<file path="src/rtl/axi_lite_gpio_pkg.sv">
// Shared definitions for the AXI4-Lite GPIO slave: register offsets, response
// codes, FSM state encodings and address/strobe helpers.
package axi_lite_gpio_pkg;

    localparam logic [31:0] ADDR_OUT        = 32'h0000_0000;
    localparam logic [31:0] ADDR_DIR        = 32'h0000_0004;
    localparam logic [31:0] ADDR_IN         = 32'h0000_0008;
    localparam logic [31:0] ADDR_IRQ_STATUS = 32'h0000_000C;
    localparam logic [31:0] ADDR_IRQ_EN     = 32'h0000_0010;

    localparam logic [1:0] RESP_OKAY   = 2'b00;
    localparam logic [1:0] RESP_SLVERR = 2'b10;

    typedef enum logic [1:0] {
        W_IDLE   = 2'd0,
        W_NEED_W = 2'd1,
        W_NEED_A = 2'd2,
        W_RESP   = 2'd3
    } wr_state_e;

    typedef enum logic [0:0] {
        R_IDLE = 1'b0,
        R_DATA = 1'b1
    } rd_state_e;

    typedef enum logic [2:0] {
        REG_OUT        = 3'd0,
        REG_DIR        = 3'd1,
        REG_IN         = 3'd2,
        REG_IRQ_STATUS = 3'd3,
        REG_IRQ_EN     = 3'd4,
        REG_NONE       = 3'd5
    } reg_sel_e;

    // Byte address to register select; the two low address bits are ignored.
    function automatic reg_sel_e decode_addr(input logic [31:0] addr);
        reg_sel_e sel;
        case (addr & 32'hFFFF_FFFC)
            ADDR_OUT:        sel = REG_OUT;
            ADDR_DIR:        sel = REG_DIR;
            ADDR_IN:         sel = REG_IN;
            ADDR_IRQ_STATUS: sel = REG_IRQ_STATUS;
            ADDR_IRQ_EN:     sel = REG_IRQ_EN;
            default:         sel = REG_NONE;
        endcase
        return sel;
    endfunction

    function automatic logic [31:0] strb_to_mask(input logic [3:0] strb);
        logic [31:0] mask;
        for (int k = 0; k < 4; k++) begin
            mask[8*k +: 8] = strb[k] ? 8'hFF : 8'h00;
        end
        return mask;
    endfunction

endpackage

</file>
<file path="src/rtl/axi_lite_gpio_slave_sync.sv">
// Two-flop synchronizer for the GPIO input pins plus a third flop used to
// detect rising edges of the synchronized value.
module gpio_in_sync
    import axi_lite_gpio_pkg::*;
#(
    parameter int WIDTH = 32
) (
    input  logic             clk,
    input  logic             rst,
    input  logic [WIDTH-1:0] pin_i,
    output logic [WIDTH-1:0] sync_o,
    output logic [WIDTH-1:0] rise_o
);

    logic [WIDTH-1:0] meta_q, meta_d;
    logic [WIDTH-1:0] sync_q, sync_d;
    logic [WIDTH-1:0] prev_q, prev_d;

    // Next-state of the synchronizer chain.
    always_comb begin
        meta_d = pin_i;
        sync_d = meta_q;
        prev_d = sync_q;
    end

    // Synchronizer and edge-detect flops.
    always_ff @(posedge clk or posedge rst) begin
        if (rst) begin
            meta_q <= {WIDTH{1'b0}};
            sync_q <= {WIDTH{1'b0}};
            prev_q <= {WIDTH{1'b0}};
        end else begin
            meta_q <= meta_d;
            sync_q <= sync_d;
            prev_q <= prev_d;
        end
    end

    assign sync_o = sync_q;
    assign rise_o = sync_q & ~prev_q;

endmodule

</file>
<file path="src/rtl/axi_lite_gpio_slave.sv">
// AXI4-Lite slave exposing a GPIO register bank (OUT, DIR, IN, IRQ_STATUS,
// IRQ_EN) with independent single-outstanding read and write channels.
module axi_lite_gpio_slave
    import axi_lite_gpio_pkg::*;
#(
    parameter int GPIO_WIDTH = 32
) (
    input  logic                  s_axi_aclock,
    input  logic                  s_axi_areset,
    input  logic [31:0]           s_axi_awaddr,
    input  logic                  s_axi_awvalid,
    output logic                  s_axi_awready,
    input  logic [31:0]           s_axi_wdata,
    input  logic [3:0]            s_axi_wstrb,
    input  logic                  s_axi_wvalid,
    output logic                  s_axi_wready,
    output logic [1:0]            s_axi_bresp,
    output logic                  s_axi_bvalid,
    input  logic                  s_axi_bready,
    input  logic [31:0]           s_axi_araddr,
    input  logic                  s_axi_arvalid,
    output logic                  s_axi_arready,
    output logic [31:0]           s_axi_rdata,
    output logic [1:0]            s_axi_rresp,
    output logic                  s_axi_rvalid,
    input  logic                  s_axi_rready,
    input  logic [GPIO_WIDTH-1:0] gpio_in,
    output logic [GPIO_WIDTH-1:0] gpio_out,
    output logic [GPIO_WIDTH-1:0] gpio_oe,
    output logic                  irq
);

    wr_state_e              wr_state_q, wr_state_d;
    logic                   awready_q, awready_d;
    logic                   wready_q, wready_d;
    logic                   bvalid_q, bvalid_d;
    logic [1:0]             bresp_q, bresp_d;
    reg_sel_e               aw_sel_q, aw_sel_d;
    logic [31:0]            wdata_q, wdata_d;
    logic [3:0]             wstrb_q, wstrb_d;

    rd_state_e              rd_state_q, rd_state_d;
    logic                   arready_q, arready_d;
    logic                   rvalid_q, rvalid_d;
    logic [31:0]            rdata_q, rdata_d;
    logic [1:0]             rresp_q, rresp_d;

    logic [GPIO_WIDTH-1:0]  out_q, out_d;
    logic [GPIO_WIDTH-1:0]  dir_q, dir_d;
    logic [GPIO_WIDTH-1:0]  stat_q, stat_d;
    logic [GPIO_WIDTH-1:0]  en_q, en_d;
    logic                   irq_q, irq_d;

    logic [GPIO_WIDTH-1:0]  in_sync_s, in_rise_s;
    logic                   aw_hs_s, w_hs_s, ar_hs_s;
    logic                   wr_commit_s, wr_err_s;
    logic [31:0]            wr_mask32_s;
    logic [GPIO_WIDTH-1:0]  wr_mask_s, wr_val_s;
    reg_sel_e               rd_sel_s;
    logic [31:0]            rd_val_s;

    function automatic logic [31:0] zext(input logic [GPIO_WIDTH-1:0] v);
        logic [31:0] r;
        r = 32'h0;
        r[GPIO_WIDTH-1:0] = v;
        return r;
    endfunction

    gpio_in_sync #(
        .WIDTH (GPIO_WIDTH)
    ) u_sync (
        .clk    (s_axi_aclock),
        .rst    (s_axi_areset),
        .pin_i  (gpio_in),
        .sync_o (in_sync_s),
        .rise_o (in_rise_s)
    );

    assign aw_hs_s = s_axi_awvalid & awready_q;
    assign w_hs_s  = s_axi_wvalid & wready_q;
    assign ar_hs_s = s_axi_arvalid & arready_q;

    // Write FSM next state; the commit pulse marks the entry into W_RESP.
    always_comb begin
        wr_state_d  = wr_state_q;
        wr_commit_s = 1'b0;
        case (wr_state_q)
            W_IDLE: begin
                if (aw_hs_s && w_hs_s) begin
                    wr_state_d  = W_RESP;
                    wr_commit_s = 1'b1;
                end else if (aw_hs_s) begin
                    wr_state_d = W_NEED_W;
                end else if (w_hs_s) begin
                    wr_state_d = W_NEED_A;
                end else begin
                    wr_state_d = W_IDLE;
                end
            end
            W_NEED_W: begin
                if (w_hs_s) begin
                    wr_state_d  = W_RESP;
                    wr_commit_s = 1'b1;
                end else begin
                    wr_state_d = W_NEED_W;
                end
            end
            W_NEED_A: begin
                if (aw_hs_s) begin
                    wr_state_d  = W_RESP;
                    wr_commit_s = 1'b1;
                end else begin
                    wr_state_d = W_NEED_A;
                end
            end
            W_RESP: begin
                if (s_axi_bready) begin
                    wr_state_d = W_IDLE;
                end else begin
                    wr_state_d = W_RESP;
                end
            end
            default: wr_state_d = W_IDLE;
        endcase
    end

    // Capture address/data on their handshakes; the _d view is what commits.
    always_comb begin
        if (aw_hs_s) begin
            aw_sel_d = decode_addr(s_axi_awaddr);
        end else begin
            aw_sel_d = aw_sel_q;
        end
        if (w_hs_s) begin
            wdata_d = s_axi_wdata;
            wstrb_d = s_axi_wstrb;
        end else begin
            wdata_d = wdata_q;
            wstrb_d = wstrb_q;
        end
        wr_err_s = (aw_sel_d == REG_NONE) || (aw_sel_d == REG_IN);
        if (wr_commit_s) begin
            bresp_d = wr_err_s ? RESP_SLVERR : RESP_OKAY;
        end else begin
            bresp_d = bresp_q;
        end
        awready_d = (wr_state_d == W_IDLE) || (wr_state_d == W_NEED_A);
        wready_d  = (wr_state_d == W_IDLE) || (wr_state_d == W_NEED_W);
        bvalid_d  = (wr_state_d == W_RESP);
    end

    // Write channel flops.
    always_ff @(posedge s_axi_aclock or posedge s_axi_areset) begin
        if (s_axi_areset) begin
            wr_state_q <= W_IDLE;
            awready_q  <= 1'b0;
            wready_q   <= 1'b0;
            bvalid_q   <= 1'b0;
            bresp_q    <= RESP_OKAY;
            aw_sel_q   <= REG_NONE;
            wdata_q    <= 32'h0;
            wstrb_q    <= 4'h0;
        end else begin
            wr_state_q <= wr_state_d;
            awready_q  <= awready_d;
            wready_q   <= wready_d;
            bvalid_q   <= bvalid_d;
            bresp_q    <= bresp_d;
            aw_sel_q   <= aw_sel_d;
            wdata_q    <= wdata_d;
            wstrb_q    <= wstrb_d;
        end
    end

    assign wr_mask32_s = strb_to_mask(wstrb_d);
    assign wr_mask_s   = wr_mask32_s[GPIO_WIDTH-1:0];
    assign wr_val_s    = wdata_d[GPIO_WIDTH-1:0];

    // Register bank update; a new input edge overrides a same-cycle W1C.
    always_comb begin
        out_d  = out_q;
        dir_d  = dir_q;
        en_d   = en_q;
        stat_d = stat_q;
        if (wr_commit_s) begin
            case (aw_sel_d)
                REG_OUT:        out_d  = (out_q & ~wr_mask_s) | (wr_val_s & wr_mask_s);
                REG_DIR:        dir_d  = (dir_q & ~wr_mask_s) | (wr_val_s & wr_mask_s);
                REG_IRQ_EN:     en_d   = (en_q & ~wr_mask_s) | (wr_val_s & wr_mask_s);
                REG_IRQ_STATUS: stat_d = stat_q & ~(wr_val_s & wr_mask_s);
                default:        out_d  = out_q;
            endcase
        end else begin
            out_d = out_q;
        end
        stat_d = stat_d | in_rise_s;
        irq_d  = |(stat_q & en_q);
    end

    // Register bank flops.
    always_ff @(posedge s_axi_aclock or posedge s_axi_areset) begin
        if (s_axi_areset) begin
            out_q  <= {GPIO_WIDTH{1'b0}};
            dir_q  <= {GPIO_WIDTH{1'b0}};
            stat_q <= {GPIO_WIDTH{1'b0}};
            en_q   <= {GPIO_WIDTH{1'b0}};
            irq_q  <= 1'b0;
        end else begin
            out_q  <= out_d;
            dir_q  <= dir_d;
            stat_q <= stat_d;
            en_q   <= en_d;
            irq_q  <= irq_d;
        end
    end

    // Read data mux reads current register values, so a same-cycle write is not visible.
    always_comb begin
        rd_sel_s = decode_addr(s_axi_araddr);
        case (rd_sel_s)
            REG_OUT:        rd_val_s = zext(out_q);
            REG_DIR:        rd_val_s = zext(dir_q);
            REG_IN:         rd_val_s = zext(in_sync_s);
            REG_IRQ_STATUS: rd_val_s = zext(stat_q);
            REG_IRQ_EN:     rd_val_s = zext(en_q);
            default:        rd_val_s = 32'h0;
        endcase
    end

    // Read FSM next state and response capture.
    always_comb begin
        rd_state_d = rd_state_q;
        rdata_d    = rdata_q;
        rresp_d    = rresp_q;
        case (rd_state_q)
            R_IDLE: begin
                if (ar_hs_s) begin
                    rd_state_d = R_DATA;
                    rdata_d    = rd_val_s;
                    rresp_d    = (rd_sel_s == REG_NONE) ? RESP_SLVERR : RESP_OKAY;
                end else begin
                    rd_state_d = R_IDLE;
                end
            end
            R_DATA: begin
                if (s_axi_rready) begin
                    rd_state_d = R_IDLE;
                end else begin
                    rd_state_d = R_DATA;
                end
            end
            default: rd_state_d = R_IDLE;
        endcase
        arready_d = (rd_state_d == R_IDLE);
        rvalid_d  = (rd_state_d == R_DATA);
    end

    // Read channel flops.
    always_ff @(posedge s_axi_aclock or posedge s_axi_areset) begin
        if (s_axi_areset) begin
            rd_state_q <= R_IDLE;
            arready_q  <= 1'b0;
            rvalid_q   <= 1'b0;
            rdata_q    <= 32'h0;
            rresp_q    <= RESP_OKAY;
        end else begin
            rd_state_q <= rd_state_d;
            arready_q  <= arready_d;
            rvalid_q   <= rvalid_d;
            rdata_q    <= rdata_d;
            rresp_q    <= rresp_d;
        end
    end

    assign s_axi_awready = awready_q;
    assign s_axi_wready  = wready_q;
    assign s_axi_bvalid  = bvalid_q;
    assign s_axi_bresp   = bresp_q;
    assign s_axi_arready = arready_q;
    assign s_axi_rvalid  = rvalid_q;
    assign s_axi_rdata   = rdata_q;
    assign s_axi_rresp   = rresp_q;
    assign gpio_out      = out_q;
    assign gpio_oe       = dir_q;
    assign irq           = irq_q;

endmodule
</file>
<file path="config.mk">
export PLATFORM = sky130hd
export DESIGN_NAME = axi_lite_gpio_slave
export DESIGN_NICKNAME = d
export VERILOG_FILES = /design/src/rtl/axi_lite_gpio_pkg.sv /design/src/rtl/axi_lite_gpio_slave_sync.sv /design/src/rtl/axi_lite_gpio_slave.sv
export SDC_FILE = /design/constraint.sdc
export NUM_CORES = 1
export LEC_CHECK = 0
export CORE_UTILIZATION = 40
export CTS_BUF_LIST = sky130_fd_sc_hd__clkbuf_4
export DETAILED_ROUTE_END_ITERATION = 8
export PLACE_DENSITY = 0.67
export REMOVE_ABC_BUFFERS = 1
export SLEW_MARGIN = 10
export SYNTH_ARGS = -nofsm -noshare
export SYNTH_HDL_FRONTEND = slang
export SYNTH_HIERARCHICAL = 1
export SYNTH_SLANG_ARGS = --single-unit
</file>
<file path="constraint.sdc">
create_clock -name s_axi_aclock -period 6.85 [get_ports s_axi_aclock]
set_input_delay 1.37 -clock s_axi_aclock [delete_from_list [all_inputs] [get_ports s_axi_aclock]]
set_output_delay 1.37 -clock s_axi_aclock [all_outputs]
set_load 0.01 [all_outputs]
</file>
Word level (Yosys, flattened, before mapping)
Cells that the tools add are included.
{ "word_totals": {"regBits": 307, "elab_cells": 106} }
{ "op_classes": {"n_reduce_logical": 15, "n_eq_ne": 24, "n_mux": 28, "n_bitwise": 19} }
{ "op_table": {"columns": ["operator", "n"], "rows": [
  ["32-bit AND", 7],
  ["32-bit one-hot mux with 5 select lines", 1],
  ["32-bit bitwise OR", 4],
  ["30-bit by 2-bit == test with 1-bit output (second input constant)", 4],
  ["32-bit two-way mux", 3],
  ["32-bit inverter", 3],
  ["32-bit zero test", 2],
  ["30-bit by 1-bit == test with 1-bit output (second input constant)", 2],
  ["30-bit by 3-bit == test with 1-bit output (second input constant)", 2],
  ["8-bit two-way mux", 4],
  ["32-bit OR reduction", 1],
  ["3-bit one-hot mux with 5 select lines", 2],
  ["2-bit two-way mux", 7],
  ["3-bit by 2-bit == test with 1-bit output (second input constant)", 4],
  ["3-bit == test (second input constant)", 4],
  ["2-bit == test (second input constant)", 4],
  ["2-bit one-hot mux with 4 select lines", 1],
  ["2-bit AND reduction", 4],
  ["3-bit by 1-bit == test with 1-bit output (second input constant)", 2],
  ["3-bit zero test", 2],
  ["1-bit two-way mux", 6],
  ["2-bit by 1-bit == test with 1-bit output (second input constant)", 2],
  ["2-bit zero test", 2],
  ["4-bit two-way mux", 1],
  ["7 further kinds", 12]
]} }

Longest topological paths before layout
{ "logic_depth": {"depth_word": 9, "depth_mapped": 8, "mapped_depth_nobuf": 7} }

Cells and area by module
The synthesis kept the hierarchy.
{ "modules_own_cells": {"columns": ["mod", "cells_each", "area_per_inst_um2", "n_inst"], "rows": [
  ["axi_lite_gpio_slave", 784, 9316.4, 1],
  ["gpio_in_sync", 129, 2846.5, 1]
]} }

Worst setup path after synthesis
No wires, ideal clock.
{ "synth_path": {"kind": "in2reg", "startpoint": "input port s_axi_awaddr[17]", "endpoint": "register with a tool-made name", "arrival_ns": 3.387, "path_stages": 7, "setup_slack_ns": 3.336, "setup_time_ns": 0.127, "n_path_buf": 1, "path_cell_list": "nor4_1 > nand4_1 > or4_4 > a211oi_4 > and3_1 > buf_4 > mux2_1"} }
{ "synth_rtl": {"columns": ["item", "line", "rtl"], "rows": [
  ["start: declaration", "axi_lite_gpio_slave.sv:10", "input logic [31:0] s_axi_awaddr,"]
]} }

==> reports/metrics.csv <==
metric,value,unit
maxCapViolCount,0,
post-route-util,0.538,
power.internal,3370,uW
grt_max_degree,123,
max_stage_delay,0.70,ns
slew_violations,0,
grtUsageMet1,0.318,
arrival,4.92,ns
cts_tree,built,
seqPwrFrac,0.456,
tightest_slew,0.996,ns
ant_nets,0,
multi_input_area,4300,um2
synthArstFlopShare,1.00,
cts_resized,0,
synthFlopType,dfrtp_1,
clockRootBuffer,clkbuf_4,
io_buffers,238,
drc,0,
timing.rr.start,s_axi_awready$_DFF_PP0_,
fmax,228,MHz
hold_path.class,flop to flop,
die_x,176,um
seq_area_frac_synth,0.628,
finalNonFillerCells,1654,
cts_hold_buf,0,
met3_usage,0.0556,
synth_edf_count,0,
synth_cells,913,
dp_cells,1511,
vias,8702,
p_comb_frac,0.206,
die_h,176,um
synth_top_cell_by_area,dfrtp_1,
finalCritPeriodShare,0.641,
synth_area,12200,um2
cp-start-kind,primary input,
leakage,0.00703,uW
synth_most_common_cell,dfrtp_1,
track_usage,0.230,
reg2reg_slack,3.25,ns
clock_skew,0.0412,ns
clkPwrFrac,0.338,
path_class,primary input to flop,
clock_sinks,305,
cts-buffers-inserted,82,
rows,63,
fin_tns_setup,0,ns
routabilityCongestion,0.768,
yosysUniqueCellTypes,41,
clkLatencyLatePin,0.68,ns
vdd_drop_max,0.000148,V
busiest_layer,met2,
antenna_found_initial,1,
total_switching_power,1420,uW
cp-end-kind,flop,
use_met2,0.360,
ys_ff_latch,305,
dp_hpwl,22100,um
synth_top_area_share,0.623,
power_density,299,nW/um2
cp_cell_sequence,"clkdlybuf4s50_1, and4bb_2, nand4_1, o21a_1, clkinv_1, nor3_1, nand2_1, mux2_2",
worstPathRequired,7.38,ns
regArea,7630,um2
synth_area_leaders,"dfrtp_1 62%, mux2_2 9.1%, nor2b_4 3.6%, mux2_1 3.0%, mux2i_1 2.8%",
cts_buffer_depth,3,
slowest_stage,nor3_1,
nNetsFinal,1344,
n_fill_cell,2644,
p_sw_frac,0.296,
area_growth,31.7,%
reg2reg_depth,7,
hold_violations,0,
drive_above_1_share,0.234,
grt_pass1_wl,53700,um
min_period,4.39,ns
max-slew-margin-rel,0.336,
rsz0062_at_grt,false,
h-tree-depth,3,
ys_top_cells_by_count,"303 x dfrtp_1, 98 x mux2_2, 72 x nor2_1",
avgSynthCellArea,13.3,um2
first_global_vias,9288,
initial_core_util,0.408,
status,finished clean,
wirelength,35000,um
cp_max_fo,19,
first_pass_iters,4,
coreArea,29800,um2
io_pins,245,
critPathLaunch,s_axi_awvalid,
dieArea,31100,um2
yosys_warnings,6,
final-setup-viol-count,0,
drt_iter0_markers,563,
grt.overflow.total,0,
postCtsSetupRepairBufs,0,
wl_per_cell,21.2,um
clkTransAtPathRegs,0.05,ns
viasPerCell,5.26,
[layer usage]
layer	wire length, um	vias to the layer above	part of all wire
li1	-	3917	-
met1	15600	4388	0.45
met2	16300	337	0.47
met3	2600	60	0.074
met4	514	0	0.015
met5	0	-	0
[power by group through the flow]
| stage | logic, uW | clock network [uW] | registers (uW) |
|---|---|---|---|
| 2_1_floorplan | 494 | 0 | 2200 |
| 4_1_cts | 993 | 1670 | 2180 |
| 3_3_place_gp | 973 | 0 | 2210 |
| 5_1_grt | 1060 | 1780 | 2210 |
| 3_5_place_dp | 990 | 0 | 2220 |
| 6_report | 987 | 1620 | 2180 |
[layout by cell type, fill, tap and decap left out, types with 3 or more instances in the layout]
cell type        netlist  final
dfrtp_1              303    303
clkdlybuf4s50_1        0    235
clkbuf_4               0    120
mux2_2                98     98
nor2_1                72     72
a21oi_1               66     66
a22oi_1               44     44
nand4_1               40     40
mux2i_1               34     34
o21ai_0               34     34
nor2b_4               32     33
mux2_1                32     32
a21o_1                32     32
buf_4                  6     18
clkinv_1               1     17
nor4_1                 9      9
nand2_1                9      8
inv_1                  9      7
nand2_2                4      5
and3_1                 6      5
nor3_1                 4      4
nor4_2                 3      3
o21a_1                 3      3
nor2b_1                4      3
nand3_1                4      3
buf_2                  3      3
[cell families (layout without fill, tap and decap cells)]
family | after synthesis | after routing | synth area share
buf+inv | 59 | 408 | 0.0204
mux | 164 | 164 | 0.148
flops | 305 | 305 | 0.628
compound gates | 188 | 188 | 0.0972
other cells | 1 | 3 | 0.000308
simple gates | 196 | 196 | 0.106
[worst max-delay path, delay by kind of cell]
family,cells,cell delay (ns)
AND/OR/NAND/NOR,4,1.66
multiplexers,1,0.41
buffers and inverters,2,1.12
AO/OA/AOI/OAI,1,0.34
[worst min path at each step]
stage / from / end / depth (start not counted)
detailed placement: u_sync/meta_q[12]$_DFF_PP0_ / u_sync/sync_o[12]$_DFF_PP0_ / 0
finish: u_sync/meta_q[23]$_DFF_PP0_ / u_sync/sync_o[23]$_DFF_PP0_ / 0
global placement: u_sync/meta_q[27]$_DFF_PP0_ / u_sync/sync_o[27]$_DFF_PP0_ / 0
CTS: u_sync/meta_q[30]$_DFF_PP0_ / u_sync/sync_o[30]$_DFF_PP0_ / 0
floorplan: u_sync/meta_q[0]$_DFF_PP0_ / u_sync/sync_o[0]$_DFF_PP0_ / 0
global route: u_sync/meta_q[30]$_DFF_PP0_ / u_sync/sync_o[30]$_DFF_PP0_ / 0
[through the flow]
step           hold WS [ns]  cell area, um2  worst slack (ns)  total power (uW)
2_1_floorplan         0.331           12000            -0.226              2700
6_report              0.346           16000              2.46              4790
4_1_cts               0.341           16000              2.47              4850
3_5_place_dp          0.335           15000              1.77              3210
3_3_place_gp          0.332           15000              1.84              3180
5_1_grt               0.352           16000              2.27              5050
[area by class of cell]
class,instances,area share
Antenna cell,1,0.000156
Clock buffer,120,0.0562
Clock inverter,22,0.00921
Inverter,10,0.00297
Multi-Input combinational cell,550,0.268
Sequential cell,305,0.476
Tap cell,390,0.0305
Timing Repair Buffer,256,0.156
(Power assumes the default switching activity.)
